**config.mk**
```make
export PLATFORM = sky130hd
export DESIGN_NAME = i2s_transmitter_flat
export DESIGN_NICKNAME = d
export VERILOG_FILES = /design/src/rtl/i2s_if.sv /design/src/rtl/i2s_transmitter.sv /design/src/flat_wrapper.sv
export SDC_FILE = /design/constraint.sdc
export NUM_CORES = 1
export LEC_CHECK = 0
export CAP_MARGIN = 20
export CORE_MARGIN = 2
export CORE_UTILIZATION = 49
export CTS_CLUSTER_DIAMETER = 60
export DETAILED_ROUTE_END_ITERATION = 7
export PLACE_DENSITY = 0.75
export SLEW_MARGIN = 20
export SYNTH_ARGS = -nofsm -noshare
export SYNTH_HDL_FRONTEND = slang
export SYNTH_SLANG_ARGS = --single-unit
```
**constraint.sdc**
```tcl
create_clock -name clk -period 3.3 [get_ports clk]
set_clock_uncertainty 0.2 [all_clocks]
set_input_delay 0.66 -clock clk [delete_from_list [all_inputs] [get_ports clk]]
set_output_delay 0.66 -clock clk [all_outputs]
set_load 0.01 [all_outputs]
```
**src/rtl/i2s_if.sv**
```systemverilog
// Stereo sample input and serial I2S output bundle of the transmitter.
// master = transmitter side, slave = generator/codec side.
interface i2s_if #(
  parameter int BITSIZE = 24
);
  logic [BITSIZE-1:0] left_in;
  logic [BITSIZE-1:0] right_in;
  logic               sample_ack;
  logic               bclk;
  logic               lrclk;
  logic               dout;

  modport master (
    input  left_in, right_in,
    output sample_ack, bclk, lrclk, dout
  );

  modport slave (
    output left_in, right_in,
    input  sample_ack, bclk, lrclk, dout
  );
endinterface

```
**src/rtl/i2s_transmitter.sv**
```systemverilog
// Stereo I2S serializer and bclk/lrclk master; latches one L/R pair per frame, MSB first on dout.
// Define LEFT_JUSTIFIED_EN for left-justified framing (MSB coincident with the lrclk edge).
module i2s_transmitter #(
  parameter int BITSIZE   = 24,
  parameter int FRAMEBITS = 32,
  parameter int BCLKDIV   = 4
) (
  input  logic  clk,
  input  logic  reset,
  i2s_if.master bus
);
  localparam int CW = $clog2(2*FRAMEBITS);
  localparam int DW = (BCLKDIV > 1) ? $clog2(BCLKDIV) : 1;
  localparam int IW = (BITSIZE > 1) ? $clog2(BITSIZE) : 1;
  localparam logic [CW-1:0] LASTBIT = CW'(2*FRAMEBITS-1);
  localparam logic [DW-1:0] DIVLAST = DW'(BCLKDIV-1);

  logic [DW-1:0]      r_divcnt;
  logic [CW-1:0]      r_bitcnt;
  logic               r_bclk;
  logic               r_lrclk;
  logic               r_dout;
  logic               r_ack;
  logic [BITSIZE-1:0] r_left;
  logic [BITSIZE-1:0] r_right;

  logic               w_fall;
  logic               w_latch;
  logic               w_right;
  logic               w_bit;
  logic [CW-1:0]      w_nbit;
  logic [CW-1:0]      w_pos;
  logic [IW-1:0]      w_idx;
  logic [BITSIZE-1:0] w_chan;

  // Next-bit selection for the bclk fall; the latch edge serializes the fresh left_in.
  always_comb begin
    w_fall  = (r_divcnt == DIVLAST) && r_bclk;
    w_nbit  = (r_bitcnt == LASTBIT) ? '0 : r_bitcnt + 1'b1;
    w_latch = (w_nbit == '0);
    w_right = (int'(w_nbit) >= FRAMEBITS);
    w_pos   = w_right ? w_nbit - CW'(FRAMEBITS) : w_nbit;
    w_chan  = w_latch ? bus.left_in : (w_right ? r_right : r_left);
    w_idx   = '0;
    w_bit   = 1'b0;
`ifdef LEFT_JUSTIFIED_EN
    if (int'(w_pos) < BITSIZE) begin
      w_idx = IW'(BITSIZE - 1 - int'(w_pos));
      w_bit = w_chan[w_idx];
    end
`else
    if ((w_pos != '0) && (int'(w_pos) <= BITSIZE)) begin
      w_idx = IW'(BITSIZE - int'(w_pos));
      w_bit = w_chan[w_idx];
    end
`endif
  end

  always_ff @(posedge clk) begin
    if (reset) begin
      r_divcnt <= '0;
      r_bitcnt <= LASTBIT;
      r_bclk   <= 1'b0;
      r_lrclk  <= 1'b0;
      r_dout   <= 1'b0;
      r_ack    <= 1'b0;
      r_left   <= '0;
      r_right  <= '0;
    end else begin
      r_ack <= 1'b0;
      if (r_divcnt == DIVLAST) begin
        r_divcnt <= '0;
        r_bclk   <= ~r_bclk;
      end else begin
        r_divcnt <= r_divcnt + 1'b1;
      end
      if (w_fall) begin
        r_bitcnt <= w_nbit;
        r_lrclk  <= w_right;
        r_dout   <= w_bit;
        if (w_latch) begin
          r_left  <= bus.left_in;
          r_right <= bus.right_in;
          r_ack   <= 1'b1;
        end
      end
    end
  end

  assign bus.bclk       = r_bclk;
  assign bus.lrclk      = r_lrclk;
  assign bus.dout       = r_dout;
  assign bus.sample_ack = r_ack;
endmodule

```
**src/flat_wrapper.sv**
```systemverilog
// flat-port wrapper written by rule: the top's interface ports become plain ports
module i2s_transmitter_flat 
#(
  parameter int BITSIZE   = 24,
  parameter int FRAMEBITS = 32,
  parameter int BCLKDIV   = 4
)
  (clk, reset, bus_left_in, bus_right_in, bus_sample_ack, bus_bclk, bus_lrclk, bus_dout);
  i2s_if #(.BITSIZE(BITSIZE)) bus_i ();
  input  logic clk;
  input  logic reset;
  input wire logic [$bits(bus_i.left_in)-1:0] bus_left_in;
  input wire logic [$bits(bus_i.right_in)-1:0] bus_right_in;
  output wire logic [$bits(bus_i.sample_ack)-1:0] bus_sample_ack;
  output wire logic [$bits(bus_i.bclk)-1:0] bus_bclk;
  output wire logic [$bits(bus_i.lrclk)-1:0] bus_lrclk;
  output wire logic [$bits(bus_i.dout)-1:0] bus_dout;
  assign bus_i.left_in = bus_left_in;
  assign bus_i.right_in = bus_right_in;
  assign bus_sample_ack = bus_i.sample_ack;
  assign bus_bclk = bus_i.bclk;
  assign bus_lrclk = bus_i.lrclk;
  assign bus_dout = bus_i.dout;
  i2s_transmitter #(.BITSIZE(BITSIZE), .FRAMEBITS(FRAMEBITS), .BCLKDIV(BCLKDIV)) u_core (.clk(clk), .reset(reset), .bus(bus_i));
endmodule
```
==> results.yml <==
sta:
  hold_violations: 0
  relSlewSlack: 0.5238
  rsz0062_at_grt: "no"
  drv_slew: 0
  fin_crit_sh: 0.8761
  finalSetupViolCount: 0
  period_needed_ps: 2891
  tightest_slew_ps: 714.3
  fin_hold_ws_ps: 234.8
  max_freq_ghz: 0.3459
  fin_tns_setup_ps: 0
job:
  cap_violations: 0
pwr:
  p_sw_frac: 0.2220
  p_leak_uw: 0.001401
  pwr-share-clk: 0.461
  p_comb_frac: 0.089
  power.density_nw_per_um2: 408.5
  p_switching_uw: 363.4
  finalPower_uw: 1637
  peakVddDrop_uv: 313.4
  p_int_uw: 1274
  seq_power_share: 0.450
global_routing:
  antenna_found_initial: 0
  grt_pass1_vias: 3107
  grt_pass1_wl_microns: 15850
  grt_max_degree: 61
  grt-ovfl-total: 0
  grt.total_usage: 0.2759
die:
  io-pin-count: 54
  initial_utilization: 0.5062
  rows: 29
  die_x_microns: 84.99
  dieHeight_microns: 84.99
  coreArea_sq_um: 6350
  die_area_sq_um: 7223
clocking:
  clock-root-buffer: "clkbuf_8"
  cts.sinks: 60
  cts_setup_buffers: 0
  clock_latency_ps: 340
  htreeDepth: 3
  cts_resized: 0
  cts_tree: "yes"
  path_clk_slew_ps: 70
  cts.path.max_buffers: 2
  ctsHoldBuffers: 0
  cts_buffers: 9
routing:
  ant_nets: 0
  vias_per_cell: 5.991
  wl_microns: 9594
  drt_iter0_drc: 350
  vias: 3295
  drc_errors: 0
  routedWlPerCell_microns: 17.44
  dr.pass1.iters: 5
worst_hold_path:
  hold_path_depth: 1
  hold_path.class: "reg2reg"
critical_path:
  cp_cell_sequence: "and3_1, nand3_4, and2_4, a2111oi_0, nor4_1, a311oi_1, o31ai_1"
  cpMaxStageDelayCell: "dfxtp_1"
  worstPathRequired_ps: 3320
  start_kind: "register"
  crit_type: "reg2reg"
  cp_max_fo: 16
  worst-path-buf-inv: 0
  cp.depth: 7
  end_kind: "register"
  cpPeakStageDelay_ps: 650
  critical_path.top_delay_family: "simple AND/OR/NAND/NOR gates"
  arrival_ps: 2910
  r2r_cells: 7
logic_synthesis:
  synth_largest_area_cell: "dfxtp_1"
  synth_nets: 478
  synth-seq-area-share: 0.3737
  ys_top_cells_by_area: "dfxtp_1 (37%), nand2_1 (13%), a21oi_1 (9.8%), clkbuf_1 (2.0%), nor2_1 (1.9%)"
  yosys_warnings: 0
  synthFlopType: "dfxtp_1"
  syn_area_sq_um: 3214
  synth-async-reset-ratio: 0
  syn_avg_cell_area_sq_um: 7.545
  synthCells: 426
  synth-edff-count: 0
  ys_types: 64
  synth_top_area_frac: 0.3737
  synth-seq-cells: 60
final_layout:
  diodes: 0
  n_fill_cell: 600
  final_cell_mix: "nand2_1 (114), a21oi_1 (63), dfxtp_1 (60), clkdlybuf4s50_1 (52), nor2_1 (15)"
  area_growth_pct: 24.68
  layout.cells.most_common: "nand2_1"
  drive_gt1_frac: 0.09514
  nNetsFinal: 521
outcome:
  status: "completed"
placement:
  dp_hpwl_microns: 6835
  port_buffers: 53
  routabilityCongestion: 0.9627
final cells by class:
class                           instances  area [sq um]  share of cell area
Inverter                                6         22.52            0.005620
Clock inverter                          4         72.57             0.01811
Timing Repair Buffer                   67         643.1              0.1605
Multi-Input combinational cell        325          1821              0.4543
Clock buffer                           11         151.4             0.03778
Sequential cell                        60          1201              0.2997
Tap cell                               77         96.34             0.02404
final timing paths:
kind	from	to	slack, ps
min reg2reg	u_core.r_divcnt[0]	u_core.r_divcnt[0]	230
min	u_core.r_divcnt[0]	u_core.r_divcnt[0]	230
max reg2reg	u_core.r_bitcnt[3]	u_core.bus.dout	410
max	u_core.r_bitcnt[3]	u_core.bus.dout	410
worst reg2reg max path, delay by kind of cell (launching register included):
kind / cells / cell delay [ps]
simple gates: 4 / 1140
flops: 1 / 650
compound gates: 3 / 790
state kept, by name (all words and copies together) (netlist names):
register               cells
u_core.bus.bclk            1
u_core.bus.dout            1
u_core.bus.lrclk           1
u_core.bus.sample_ack      1
u_core.r_bitcnt            6
u_core.r_divcnt            2
u_core.r_left             24
u_core.r_right            24
cell usage after synthesis, types with 3 or more instances:
library cell / number
a21oi_1: 63
nor3_1: 9
o31ai_1: 3
o21ai_0: 8
a211o_1: 5
dfxtp_1: 60
nand2b_1: 3
and2_1: 3
a31oi_1: 4
xnor2_1: 4
nand3_1: 9
clkbuf_1: 17
nor2_1: 16
a211oi_1: 7
o211ai_1: 3
a311oi_1: 5
nand2_1: 114
nor4_1: 3
buf_2: 10
inv_1: 5
mux2i_1: 4
a21o_1: 3
buf_6: 3
buf_4: 3
o22ai_1: 3
o21ai_1: 4
and3_1: 8
layer usage:
metal  vias up  track usage  share of wire
li1       1601            -              -
met1      1548       0.3874           0.45
met2       132       0.4304           0.47
met3        14      0.05350          0.062
met4         0      0.08225          0.017
met5         -            0              0
logic make-up after synthesis:
family / after synthesis / synth area share
multiplexers: 5 / 0.01596
flip-flops: 60 / 0.3737
AO/OA/AOI/OAI: 136 / 0.2795
AND/OR/NAND/NOR: 177 / 0.2472
buffers and inverters: 41 / 0.06228
adder cells (fa/ha/maj): 2 / 0.007784
XOR/XNOR: 5 / 0.01362
power groups by stage:
stage / logic [uW] / clock network [uW] / registers [uW]
4_1_cts: 145 / 760 / 737
5_1_grt: 158 / 795 / 738
6_report: 145 / 754 / 737
3_5_place_dp: 144 / 0 / 754
2_1_floorplan: 65.1 / 0 / 752
3_3_place_gp: 144 / 0 / 753
per-stage QoR:
stage	worst slack [ps]	instance area, sq um	cells	util
final	408.8	4008	550	0.6311
after global routing	130.1	4008	550	0.6311
after global placement	496.2	3784	535	0.5959
after CTS	434.4	4008	550	0.6311
after detailed placement	452.0	3784	535	0.5959
after floorplan	846.8	3214	426	-
No activity file was read; power rests on OpenSTA's default activity.
